$ cat src/rtl/au_cmp_serial_pkg.sv
// Shared types and sizing helpers for the serial digit comparator.
package au_cmp_serial_pkg;

  typedef enum logic [1:0] {
    IDLE = 2'd0,
    RUN  = 2'd1,
    DONE = 2'd2
  } state_t;

  function automatic int nchunk(input int width, input int chunk);
    return width / chunk;
  endfunction

  // Counter wide enough to hold 1..n.
  function automatic int steps_w(input int n);
    return $clog2(n + 1);
  endfunction

  // Index wide enough to hold 0..n-1, never narrower than one bit.
  function automatic int idx_w(input int n);
    return (n < 2) ? 1 : $clog2(n);
  endfunction

endpackage

$ cat src/rtl/au_cmp_chunk.sv
// Combinational single-digit compare; sgn treats the digit as two's complement.
module au_cmp_chunk #(
  parameter int CHUNK = 8
) (
  input  logic [CHUNK-1:0] x,
  input  logic [CHUNK-1:0] y,
  input  logic             sgn,
  output logic             digit_eq,
  output logic             digit_gt
);

  logic signed [CHUNK:0] xs;
  logic signed [CHUNK:0] ys;

  // Extending by the sign bit (or zero) lets one signed compare serve both modes.
  always_comb begin
    xs       = signed'({sgn & x[CHUNK-1], x});
    ys       = signed'({sgn & y[CHUNK-1], y});
    digit_eq = (x == y);
    digit_gt = (xs > ys);
  end

endmodule

$ cat src/rtl/au_cmp_serial.sv
// Iterative MSB-first magnitude/equality comparator with early exit on the first unequal digit.
module au_cmp_serial
  import au_cmp_serial_pkg::*;
#(
  parameter int WIDTH  = 32,
  parameter int CHUNK  = 8,
  parameter bit SIGNED = 1'b0
) (
  input  logic                                 clk,
  input  logic                                 rst_n,
  input  logic                                 in_valid,
  output logic                                 in_ready,
  input  logic [WIDTH-1:0]                     a,
  input  logic [WIDTH-1:0]                     b,
  output logic                                 out_valid,
  input  logic                                 out_ready,
  output logic                                 eq,
  output logic                                 lt,
  output logic                                 gt,
  output logic [$clog2(WIDTH/CHUNK+1)-1:0]     steps
);

  localparam int NCHUNK = nchunk(WIDTH, CHUNK);
  localparam int SW     = steps_w(NCHUNK);
  localparam int IW     = idx_w(NCHUNK);

  if (CHUNK < 1 || CHUNK > WIDTH || (WIDTH % CHUNK) != 0) begin : g_bad_param
    $error("au_cmp_serial: WIDTH must be a positive multiple of CHUNK");
  end

  state_t            state, state_nx;
  logic [WIDTH-1:0]  a_r, a_nx, b_r, b_nx;
  logic [IW-1:0]     idx, idx_nx;
  logic [SW-1:0]     cnt, cnt_nx, steps_nx;
  logic              eq_nx, lt_nx, gt_nx;
  logic              sgn, digit_eq, digit_gt;

  // Only the most significant digit carries the sign.
  assign sgn = SIGNED && (idx == IW'(NCHUNK - 1));

  au_cmp_chunk #(.CHUNK(CHUNK)) u_chunk (
    .x        (a_r[idx*CHUNK +: CHUNK]),
    .y        (b_r[idx*CHUNK +: CHUNK]),
    .sgn      (sgn),
    .digit_eq (digit_eq),
    .digit_gt (digit_gt)
  );

  always_comb begin
    state_nx = state;
    a_nx     = a_r;
    b_nx     = b_r;
    idx_nx   = idx;
    cnt_nx   = cnt;
    eq_nx    = eq;
    lt_nx    = lt;
    gt_nx    = gt;
    steps_nx = steps;
    case (state)
      IDLE: begin
        if (in_valid && in_ready) begin
          a_nx     = a;
          b_nx     = b;
          idx_nx   = IW'(NCHUNK - 1);
          cnt_nx   = SW'(1);
          state_nx = RUN;
        end
      end
      RUN: begin
        if (!digit_eq) begin
          eq_nx    = 1'b0;
          gt_nx    = digit_gt;
          lt_nx    = !digit_gt;
          steps_nx = cnt;
          state_nx = DONE;
        end else if (idx == '0) begin
          eq_nx    = 1'b1;
          gt_nx    = 1'b0;
          lt_nx    = 1'b0;
          steps_nx = cnt;
          state_nx = DONE;
        end else begin
          idx_nx = idx - IW'(1);
          cnt_nx = cnt + SW'(1);
        end
      end
      DONE: begin
        if (out_ready) state_nx = IDLE;
      end
      default: state_nx = IDLE;
    endcase
  end

  // Handshake flags are registered copies of the next-state decode.
  always_ff @(posedge clk) begin
    if (!rst_n) begin
      state     <= IDLE;
      in_ready  <= 1'b1;
      out_valid <= 1'b0;
      a_r       <= '0;
      b_r       <= '0;
      idx       <= '0;
      cnt       <= '0;
      eq        <= 1'b0;
      lt        <= 1'b0;
      gt        <= 1'b0;
      steps     <= '0;
    end else begin
      state     <= state_nx;
      in_ready  <= (state_nx == IDLE);
      out_valid <= (state_nx == DONE);
      a_r       <= a_nx;
      b_r       <= b_nx;
      idx       <= idx_nx;
      cnt       <= cnt_nx;
      eq        <= eq_nx;
      lt        <= lt_nx;
      gt        <= gt_nx;
      steps     <= steps_nx;
    end
  end

endmodule

$ cat config.mk
export PLATFORM = sky130hd
export DESIGN_NAME = au_cmp_serial
export DESIGN_NICKNAME = d
export VERILOG_FILES = /design/src/rtl/au_cmp_serial_pkg.sv /design/src/rtl/au_cmp_chunk.sv /design/src/rtl/au_cmp_serial.sv
export SDC_FILE = /design/constraint.sdc
export NUM_CORES = 1
export LEC_CHECK = 0
export ABC_AREA = 1
export CELL_PAD_IN_SITES_DETAIL_PLACEMENT = 0
export CELL_PAD_IN_SITES_GLOBAL_PLACEMENT = 1
export CORE_ASPECT_RATIO = 0.9
export CORE_UTILIZATION = 39
export DETAILED_ROUTE_END_ITERATION = 10
export PLACE_DENSITY_LB_ADDON = 0.3
export SLEW_MARGIN = 15
export SYNTH_ARGS = -nofsm -noshare
export SYNTH_HDL_FRONTEND = slang
export SYNTH_SLANG_ARGS = --single-unit
$ cat constraint.sdc
create_clock -name clk -period 3.4 [get_ports clk]
set_input_delay 0.51 -clock clk [delete_from_list [all_inputs] [get_ports clk]]
set_output_delay 0.51 -clock clk [all_outputs]
set_load 0.005 [all_outputs]
After elaboration in Yosys (flattened, before gate mapping)
Cells that the tools add are included.

$add $sub $neg: 2. $lt $le $gt $ge: 1. Eq/ne operators: 8. Shift-type cells: 2. Mux-type cells: 20. Reductions and logical operators: 9.

Operators with widths (number): $shiftx A32 B6 Y8 (2); $mux W3 (5); $mux W2 (7); $eq A8 B8 Y1 (1); $gt A8 B8 Y1 (1); $logic_not A2 Y1 (3); $ne A2 B2 Y1 const B (3); $pmux W2 S3 (1); $pmux W3 S2 (1); $mux W1 (5); $eq A2 B2 Y1 const B (2); $pmux W2 S2 (1); $reduce_and A2 Y1 (2); $reduce_and A4 Y1 (1); $add A3 B1 Y3 const B (1); $eq A2 B1 Y1 const B (1); $ne A2 B1 Y1 const B (1); $reduce_bool A2 Y1 (1); $sub A2 B1 Y2 const B (1); $logic_and A1 B1 Y1 (1); $logic_not A1 Y1 (1).

Flip-flop bits (word level): 79. Input port bits: 68. Output and inout port bits: 8. Word-level logic and storage cells: 53.

Depth between registers and ports, before layout
Gate-level depths: netlist of the first run.

Depth in word-level cells: 5. Mapped depth: 15. Mapped depth without buffers: 13.

Modules after synthesis
Synthesis of the first run repeated with hierarchy kept, for this count alone.

Cells, all modules: 507. Area, all modules: 3575.9 um2.

By module, submodules not included: au_cmp_serial (instances 1, cells each 452, area an instance 3289.4 um2, sequential area each 1581.5 um2); au_cmp_chunk (instances 1, cells each 55, area an instance 286.5 um2, sequential area each 0.0 um2).

Worst setup path before layout of the first run
OpenSTA, ideal clock, no wires.

Kind: register to register. Start: reg idx[0]. End: reg cnt[0]. Library setup time: 0.116 ns. Arrival: 1.863 ns. Data required time: 3.284 ns. Path slack: 1.421 ns. Cell stages (with the launch flop): 13. Buffers on the path: 2. Clock period less this slack: 1.979 ns. Cells stage by stage: dfxtp_1 -> buf_2 -> clkbuf_1 -> a21oi_1 -> a32o_1 -> ha_1 -> nand2_1 -> nor2_2 -> nand2_2 -> nor2_1 -> nand3_1 -> nor2_1 -> nor2_1.

Longest elaborated chain between the ends: 4. Elaborated cells on any way between the ends: 7. Classes of those cells: eq/ne (3); shift (2); reduce/logical (2).

Ends and longest elaborated chain: start, declared (RTL line au_cmp_serial.sv:33) `logic [IW-1:0] idx, idx_nx;`; start signal, assigned (RTL line au_cmp_serial.sv:114) `idx <= idx_nx;`; $shiftx A32 B6 Y8 (on tied branches) (RTL line au_cmp_serial.sv:42, au_cmp_serial.sv:43); $eq A8 B8 Y1 (RTL line au_cmp_chunk.sv:19) `digit_eq = (x == y);`; $ne A2 B2 Y1 (no line); $reduce_and A4 Y1 (no line) (*); end signal, assigned (RTL line au_cmp_serial.sv:115) `cnt <= cnt_nx;`; end, declared (RTL line au_cmp_serial.sv:34) `logic [SW-1:0] cnt, cnt_nx, steps_nx;`.

Mark *: on every way between the ends. The rest lies on a longest branch, timed or not. A chain may end at the register's enable or synchronous reset.

Worst setup path after layout of the first run
Start: reg idx[1]. End: reg idx[1].

Longest elaborated chain between the ends: 4. Elaborated cells on any way between the ends: 11. Classes of those cells: add/sub (1); eq/ne (3); shift (2); mux (3); reduce/logical (2).

Ends and longest elaborated chain: $shiftx A32 B6 Y8, or another cell as far along (RTL line au_cmp_serial.sv:42) `.x (a_r[idx*CHUNK +: CHUNK]),`; $eq A8 B8 Y1 or $mux W2 (tied branches) (RTL line au_cmp_chunk.sv:19, au_cmp_serial.sv:76); $ne A2 B2 Y1 (no line) or $mux W2 (tied branches); $reduce_and A4 Y1 (no line) or $pmux W2 S2 (tied branches).

Parallel ways exist; a longest one is shown, timed or not. The select of a mux whose other input is x is not followed.

==> impl_metrics.csv, run 1 <==
group,metric,value,unit
status,status,"complete, no violations",
routing,first_pass_iters,4,
layout,final_util,0.509,
power_and_ir_drop,ir_drop,643,uV
timing,slew_viol_final,0,
synth,synth_cell_type_count,27,
setup_path,rr_startpoint,"idx[1]$_SDFFE_PN0P_",
setup_path,crit_fanout,25,
power_and_ir_drop,combPwrFrac,0.452,
timing,fin_skew,0.0107,ns
cts,max-clock-path-buffers,2,
synth,ys_seq_area_frac,0.452,
power_and_ir_drop,internal_power,0.00226,W
global_routing,antenna_found_initial,0,
setup_path,required,3.64,ns
synth,ys_seq_elements,79,
timing,fin_crit_sh,0.697,
timing,setup_violations,0,
placed_design,place.gp.congestion,0.782,
die,num_rows,32,
die,io_pins,76,
cts,cts-buffers-inserted,9,
layout,fin_nets,610,
cts,hold_buffers,0,
power_and_ir_drop,fin_total_pwr,0.00382,W
cts,cts_root_buffer,"clkbuf_8",
synth,yosys_warnings,0,
synth,synth_top_cell_by_area,"dfxtp_1",
setup_path,r2r-end,"idx[1]$_SDFFE_PN0P_",
timing,setup_tns,0,ns
synth,synth-main-ff-cell,"dfxtp_1",
timing,tightest_slew,0.972,ns
routing,ant_nets,0,
run,cap_violations,0,
setup_path,reg2reg_depth,10,
setup_path,cp-endpoint,"idx[1]$_SDFFE_PN0P_",
die,die_w,102,um
setup_path,critPathArrivalTime,2.61,ns
timing,max_clock_freq,0.422,GHz
power_and_ir_drop,seqPwrFrac,0.373,
global_routing,grt_max_degree,71,
die,die_h,91.9,um
cts,h-tree-depth,3,
routing,drtIter0Drc,131,
cts,post_cts_buffers,0,
layout,nFillCells,899,
power_and_ir_drop,switching_power,0.00157,W
cts,clock-sinks,79,
cts,insertion_delay,0.35,ns
setup_path,reg2reg_setup_slack,1.03,ns
power_and_ir_drop,swShare,0.409,
setup_path,startpoint,"idx[1]$_SDFFE_PN0P_",
power_and_ir_drop,p_leak,1.75,nW
timing,fin_crit,2.37,ns
die,die_area,9360,um2
global_routing,grt_usage,0.192,
setup_path,crit_type,"register to register",
routing,drc,0,
synth,synth-edff-count,0,
cts,cts_resized,0,
synth,post_synth.cell_area_avg,7.37,um2
global_routing,grt_pass1_wl,13900,um
setup_path,critPathCaptureType,"register",
synth,syn_nets,553,
synth,ys_top_cells_by_area,"dfxtp_1 45%, nor2_1 17%, o21ai_1 8.7%",
timing,hold_viol,0,
die,coreArea,8650,um2
global_routing,grt-ovfl-total,0,
power_and_ir_drop,clkPwrFrac,0.175,
layout,antenna_cells,0,
routing,avgRoutedWirePerCell,13.0,um
cts,cts_tree,"yes",
cts,clk_pin_slew,0.08,ns
placed_design,portBuffers,75,
synth,netlist.area_leader.share,0.452,
synth,synthCells,475,
timing,grt_setup_unrepaired,"no",
global_routing,first_global_vias,2917,
routing,detail_route.vias_per_cell,4.83,
setup_path,startpoint_type,"register",
layout,drive_gt1_frac,0.0617,
synth,synthArstFlopShare,0,
synth,yosysMostFrequentCell,"nor2_1",
routing,via_count,3156,
placed_design,hpwlAfterDp,5930,um
synth,synth_common_cells,"156 x nor2_1, 79 x dfxtp_1, 61 x o21ai_1",
synth,synth.cell_area,3500,um2
routing,drt_wl_total,8480,um
min_path,hp-class,"register to register",
timing,max_slew_margin,0.352,
power_and_ir_drop,power_density,868,nW/um2
die,initial_core_util,0.405,
layout,area_delta_synth_final,25.8,%
==> flip-flops by register name, indices dropped and copies added, names as in the netlist <==
| name | count |
|---|---|
| lt | 1 |
| eq | 1 |
| state | 2 |
| steps | 3 |
| b_r | 32 |
| cnt | 3 |
| gt | 1 |
| a_r | 32 |
| in_ready | 1 |
| out_valid | 1 |
| idx | 2 |
==> final cells by class <==
type                            instances  area [um2]  area share
Clock buffer                           10         138      0.0312
Tap cell                              119         149      0.0338
Clock inverter                          4        47.5      0.0108
Timing Repair Buffer                   76         753       0.171
Sequential cell                        79        1580       0.359
Multi-Input combinational cell        351        1680       0.380
Inverter                               15        61.3      0.0139
==> cell families (layout without fill, tap and decap cells) <==
logic type / count (synthesis) / after routing / share of synthesized area
AND/OR/NAND/NOR: 218 / 218 / 0.250
AO/OA/AOI/OAI: 122 / 122 / 0.190
flip-flops: 79 / 79 / 0.452
buffers and inverters: 45 / 105 / 0.0700
adder cells (fa/ha/maj): 10 / 10 / 0.0357
XOR/XNOR: 1 / 1 / 0.00250
==> layout by cell type (no fill, tap or decap) <==
| cell | n |
|---|---|
| nand2_1 | 46 |
| nand2_4 | 3 |
| nor2_2 | 2 |
| nor2_4 | 1 |
| xor2_1 | 1 |
| dfxtp_1 | 79 |
| buf_2 | 1 |
| a21oi_1 | 19 |
| or3_1 | 1 |
| clkinvlp_4 | 1 |
| ha_1 | 10 |
| clkdlybuf4s50_1 | 74 |
| o21ai_2 | 1 |
| nand2_2 | 4 |
| clkbuf_8 | 10 |
| inv_2 | 4 |
| nand3_1 | 3 |
| nand4_1 | 2 |
| bufinv_16 | 1 |
| nor2_1 | 156 |
| a32o_1 | 8 |
| o21ai_1 | 61 |
| o22ai_1 | 8 |
| inv_4 | 2 |
| o21ai_0 | 24 |
| inv_1 | 9 |
| buf_4 | 1 |
| clkinv_2 | 2 |
| a21o_1 | 1 |
==> per-stage QoR <==
| stage | instance area (um2) | setup slack, ns | instances | hold slack, ns |
|---|---|---|---|---|
| after global routing | 4410 | 0.830 | 654 | 0.507 |
| after detailed placement | 4220 | 0.975 | 640 | 0.459 |
| after global placement | 4220 | 1.05 | 640 | 0.454 |
| after CTS | 4410 | 1.01 | 654 | 0.474 |
| after floorplan | 3500 | 1.42 | 475 | 0.449 |
| final | 4410 | 1.03 | 654 | 0.464 |
==> power groups by stage <==
stage | Combinational (W) | Sequential, W | Clock [W]
2_1_floorplan | 0.00141 | 0.00137 | 0
6_report | 0.00173 | 0.00143 | 0.000671
3_3_place_gp | 0.00170 | 0.00143 | 0
5_1_grt | 0.00200 | 0.00146 | 0.000726
3_5_place_dp | 0.00175 | 0.00144 | 0
4_1_cts | 0.00175 | 0.00142 | 0.000684
==> metal layers <==
| layer | vias to the layer above | global-route usage | part of all wire | wire [um] |
|---|---|---|---|---|
| met3 | 9 | 0.0495 | 0.050 | 428 |
| met4 | 0 | 0.0536 | 0.011 | 97 |
| met1 | 1411 | 0.265 | 0.51 | 4330 |
| met5 | - | 0 | 0 | 0 |
| li1 | 1669 | - | - | - |
| met2 | 67 | 0.296 | 0.43 | 3630 |
==> critical path, cell delays in order, from the launching register on <==
cell and delay, ns:
dfxtp_1 0.55, inv_2 0.28, a32o_1 0.36, ha_1 0.28, nand2_1 0.08, nor2_2 0.16, nand2_2 0.10, nor2_1 0.15
nand3_1 0.13, nor2_1 0.12, nor2_1 0.05
==> worst min-delay path by stage <==
stage / startpoint / to / slack (ns) / depth (start not counted)
after floorplan: a_r[17]$_SDFFE_PN0P_ / a_r[17]$_SDFFE_PN0P_ / 0.45 / 2
after global routing: steps[1]$_SDFFE_PN0P_ / steps[1]$_SDFFE_PN0P_ / 0.51 / 2
after global placement: steps[1]$_SDFFE_PN0P_ / steps[1]$_SDFFE_PN0P_ / 0.45 / 2
after CTS: lt$_SDFFE_PN0P_ / lt$_SDFFE_PN0P_ / 0.47 / 2
after detailed placement: steps[1]$_SDFFE_PN0P_ / steps[1]$_SDFFE_PN0P_ / 0.46 / 2
final: lt$_SDFFE_PN0P_ / lt$_SDFFE_PN0P_ / 0.46 / 2
No activity file was read; power rests on OpenSTA's default activity.
==> run 2: changes to the inputs <==
--- a/config.mk
+++ b/config.mk
@@ -9,7 +9,7 @@
 export CELL_PAD_IN_SITES_DETAIL_PLACEMENT = 0
 export CELL_PAD_IN_SITES_GLOBAL_PLACEMENT = 1
 export CORE_ASPECT_RATIO = 0.9
-export CORE_UTILIZATION = 39
+export CORE_UTILIZATION = 33
 export DETAILED_ROUTE_END_ITERATION = 10
 export PLACE_DENSITY_LB_ADDON = 0.3
 export SLEW_MARGIN = 15
==> constraint.sdc (replaced) <==
create_clock -name clk -period 2 [get_ports clk]
set_input_delay 0.3 -clock clk [delete_from_list [all_inputs] [get_ports clk]]
set_output_delay 0.3 -clock clk [all_outputs]
set_load 0.005 [all_outputs]
==> impl_metrics.csv, run 2 (synthesis gave the netlist of run 1 again) <==
group,metric,value,unit
timing,setup_violations,6,
cts,cts_root_buffer,"clkbuf_16",
routing,drt_wl_total,9610,um
power_and_ir_drop,swShare,0.392,
cts,h-tree-depth,3,
min_path,hp-class,"input pin to register",
layout,fin_nets,631,
global_routing,grt_max_degree,37,
power_and_ir_drop,seqPwrFrac,0.299,
cts,cts-buffers-inserted,9,
power_and_ir_drop,power_density,1660,nW/um2
placed_design,portBuffers,75,
layout,final_util,0.488,
routing,detail_route.vias_per_cell,4.86,
placed_design,hpwlAfterDp,6740,um
power_and_ir_drop,ir_drop,759,uV
power_and_ir_drop,clkPwrFrac,0.199,
timing,max_clock_freq,0.492,GHz
routing,first_pass_iters,4,
layout,regArea,1590,um2
die,die_w,111,um
cts,cts_tree,"yes",
cts,clock-sinks,79,
die,io_pins,76,
power_and_ir_drop,p_leak,2.00,nW
routing,via_count,3336,
setup_path,reg2reg_setup_slack,-0.03,ns
layout,drive_gt1_frac,0.163,
timing,fin_crit,2.03,ns
global_routing,grt-ovfl-total,0,
layout,fin_cells,687,
status,status,"finished, violations left",
cts,max-clock-path-buffers,2,
layout,reg.largest.list,"a_r x32, b_r x32",
timing,slew_viol_final,0,
layout,nFillCells,1007,
cts,insertion_delay,0.34,ns
cts,clk_pin_slew,0.06,ns
layout,antenna_cells,0,
power_and_ir_drop,internal_power,0.00506,W
setup_path,crit_fanout,7,
global_routing,first_global_vias,3289,
die,coreArea,10300,um2
placed_design,dp_cells,664,
layout,final_area,5020,um2
setup_path,startpoint_type,"register",
global_routing,antenna_found_initial,0,
timing,max_slew_margin,0.715,
setup_path,critPathArrivalTime,2.24,ns
run,cap_violations,0,
die,num_rows,35,
layout,final_common_cell,"nor2_1",
global_routing,grt_pass1_wl,16000,um
die,initial_core_util,0.340,
placed_design,dpl_cell_area,4380,um2
setup_path,required,2.21,ns
die,die_area,11000,um2
setup_path,crit_type,"register to register",
timing,hold_ws,0.441,ns
layout,multi_input_area,1870,um2
status,violations,"negative setup slack",
timing,tightest_slew,0.427,ns
timing,fin_ws,-0.0320,ns
timing,fin_crit_sh,1.02,
global_routing,grt_usage,0.183,
layout,layout_common_cells,"153 x nor2_1, 78 x dfxtp_1, 74 x clkdlybuf4s50_1",
die,die_h,99.7,um
power_and_ir_drop,switching_power,0.00326,W
routing,drtIter0Drc,115,
timing,grt_setup_unrepaired,"yes",
routing,ant_nets,0,
layout,area_delta_synth_final,43.4,%
timing,hold_viol,0,
placed_design,place.gp.congestion,0.888,
routing,avgRoutedWirePerCell,14.0,um
timing,fin_skew,0.0109,ns
setup_path,critPathCaptureType,"register",
routing,drc,0,
cts,hold_buffers,0,
power_and_ir_drop,combPwrFrac,0.502,
[run 2: routing by layer]
metal | routed length, um | up-vias | global-route usage
met5 | 0 | - | 0
met4 | 137 | 0 | 0.0523
met3 | 478 | 14 | 0.0494
met2 | 4400 | 81 | 0.294
met1 | 4600 | 1513 | 0.242
li1 | - | 1728 | -
[run 2: path summary, 6_finish.rpt]
kind                               end                 from  cells past startpoint
hold / removal    b_r[12]$_SDFFE_PN0P_                rst_n                      3
hold reg to reg        gt$_SDFFE_PN0P_      gt$_SDFFE_PN0P_                      2
setup reg to reg   cnt[2]$_SDFFE_PN0P_  idx[0]$_SDFFE_PN0P_                     13
setup / recovery   cnt[2]$_SDFFE_PN0P_  idx[0]$_SDFFE_PN0P_                     13
[run 2: stage by stage]
stage,setup TNS [ns],setup WS [ns],power [W]
after detailed placement,-0.591,-0.108,0.00566
final,-0.108,-0.0320,0.00832
after floorplan,0,0.0210,0.00473
after global routing,-1.24,-0.138,0.00898
after global placement,-0.170,-0.0553,0.00560
after CTS,-0.0917,-0.0380,0.00819
[run 2: final cells by class]
type                            count  share of cell area
Clock buffer                       10              0.0476
Clock inverter                      6              0.0135
Inverter                           15              0.0152
Multi-Input combinational cell    351               0.372
Sequential cell                    79               0.316
Tap cell                          129              0.0321
Timing Repair Buffer               97               0.204
[run 2: critical path, cell delays in order, from the launching register on]
cell and delay, ns:
dfxtp_4 0.40, buf_6 0.13, buf_8 0.12, nand2_1 0.06, a32o_2 0.26, ha_4 0.27
nand2_2 0.05, nor2_4 0.13, nand2_4 0.09, nand2_8 0.09, nand2_4 0.07, buf_6 0.13
nand2_2 0.05, a21oi_2 0.05
[run 2: what timing repair did]
item / CTS / global route
setup endpoints to repair: 12 / 15
pin swaps: 25 / 3
hold endpoints to repair: 0 / 0
gates cloned: 3 / 0
resized for setup: 41 / 21
setup buffers: 4 / 0
[run 2: power groups by stage]
stage | clock network, W | logic (W) | registers [W]
after CTS | 0.00169 | 0.00401 | 0.00249
after global routing | 0.00177 | 0.00465 | 0.00256
after floorplan | 0 | 0.00239 | 0.00234
final | 0.00166 | 0.00418 | 0.00249
after detailed placement | 0 | 0.00317 | 0.00249
after global placement | 0 | 0.00311 | 0.00249
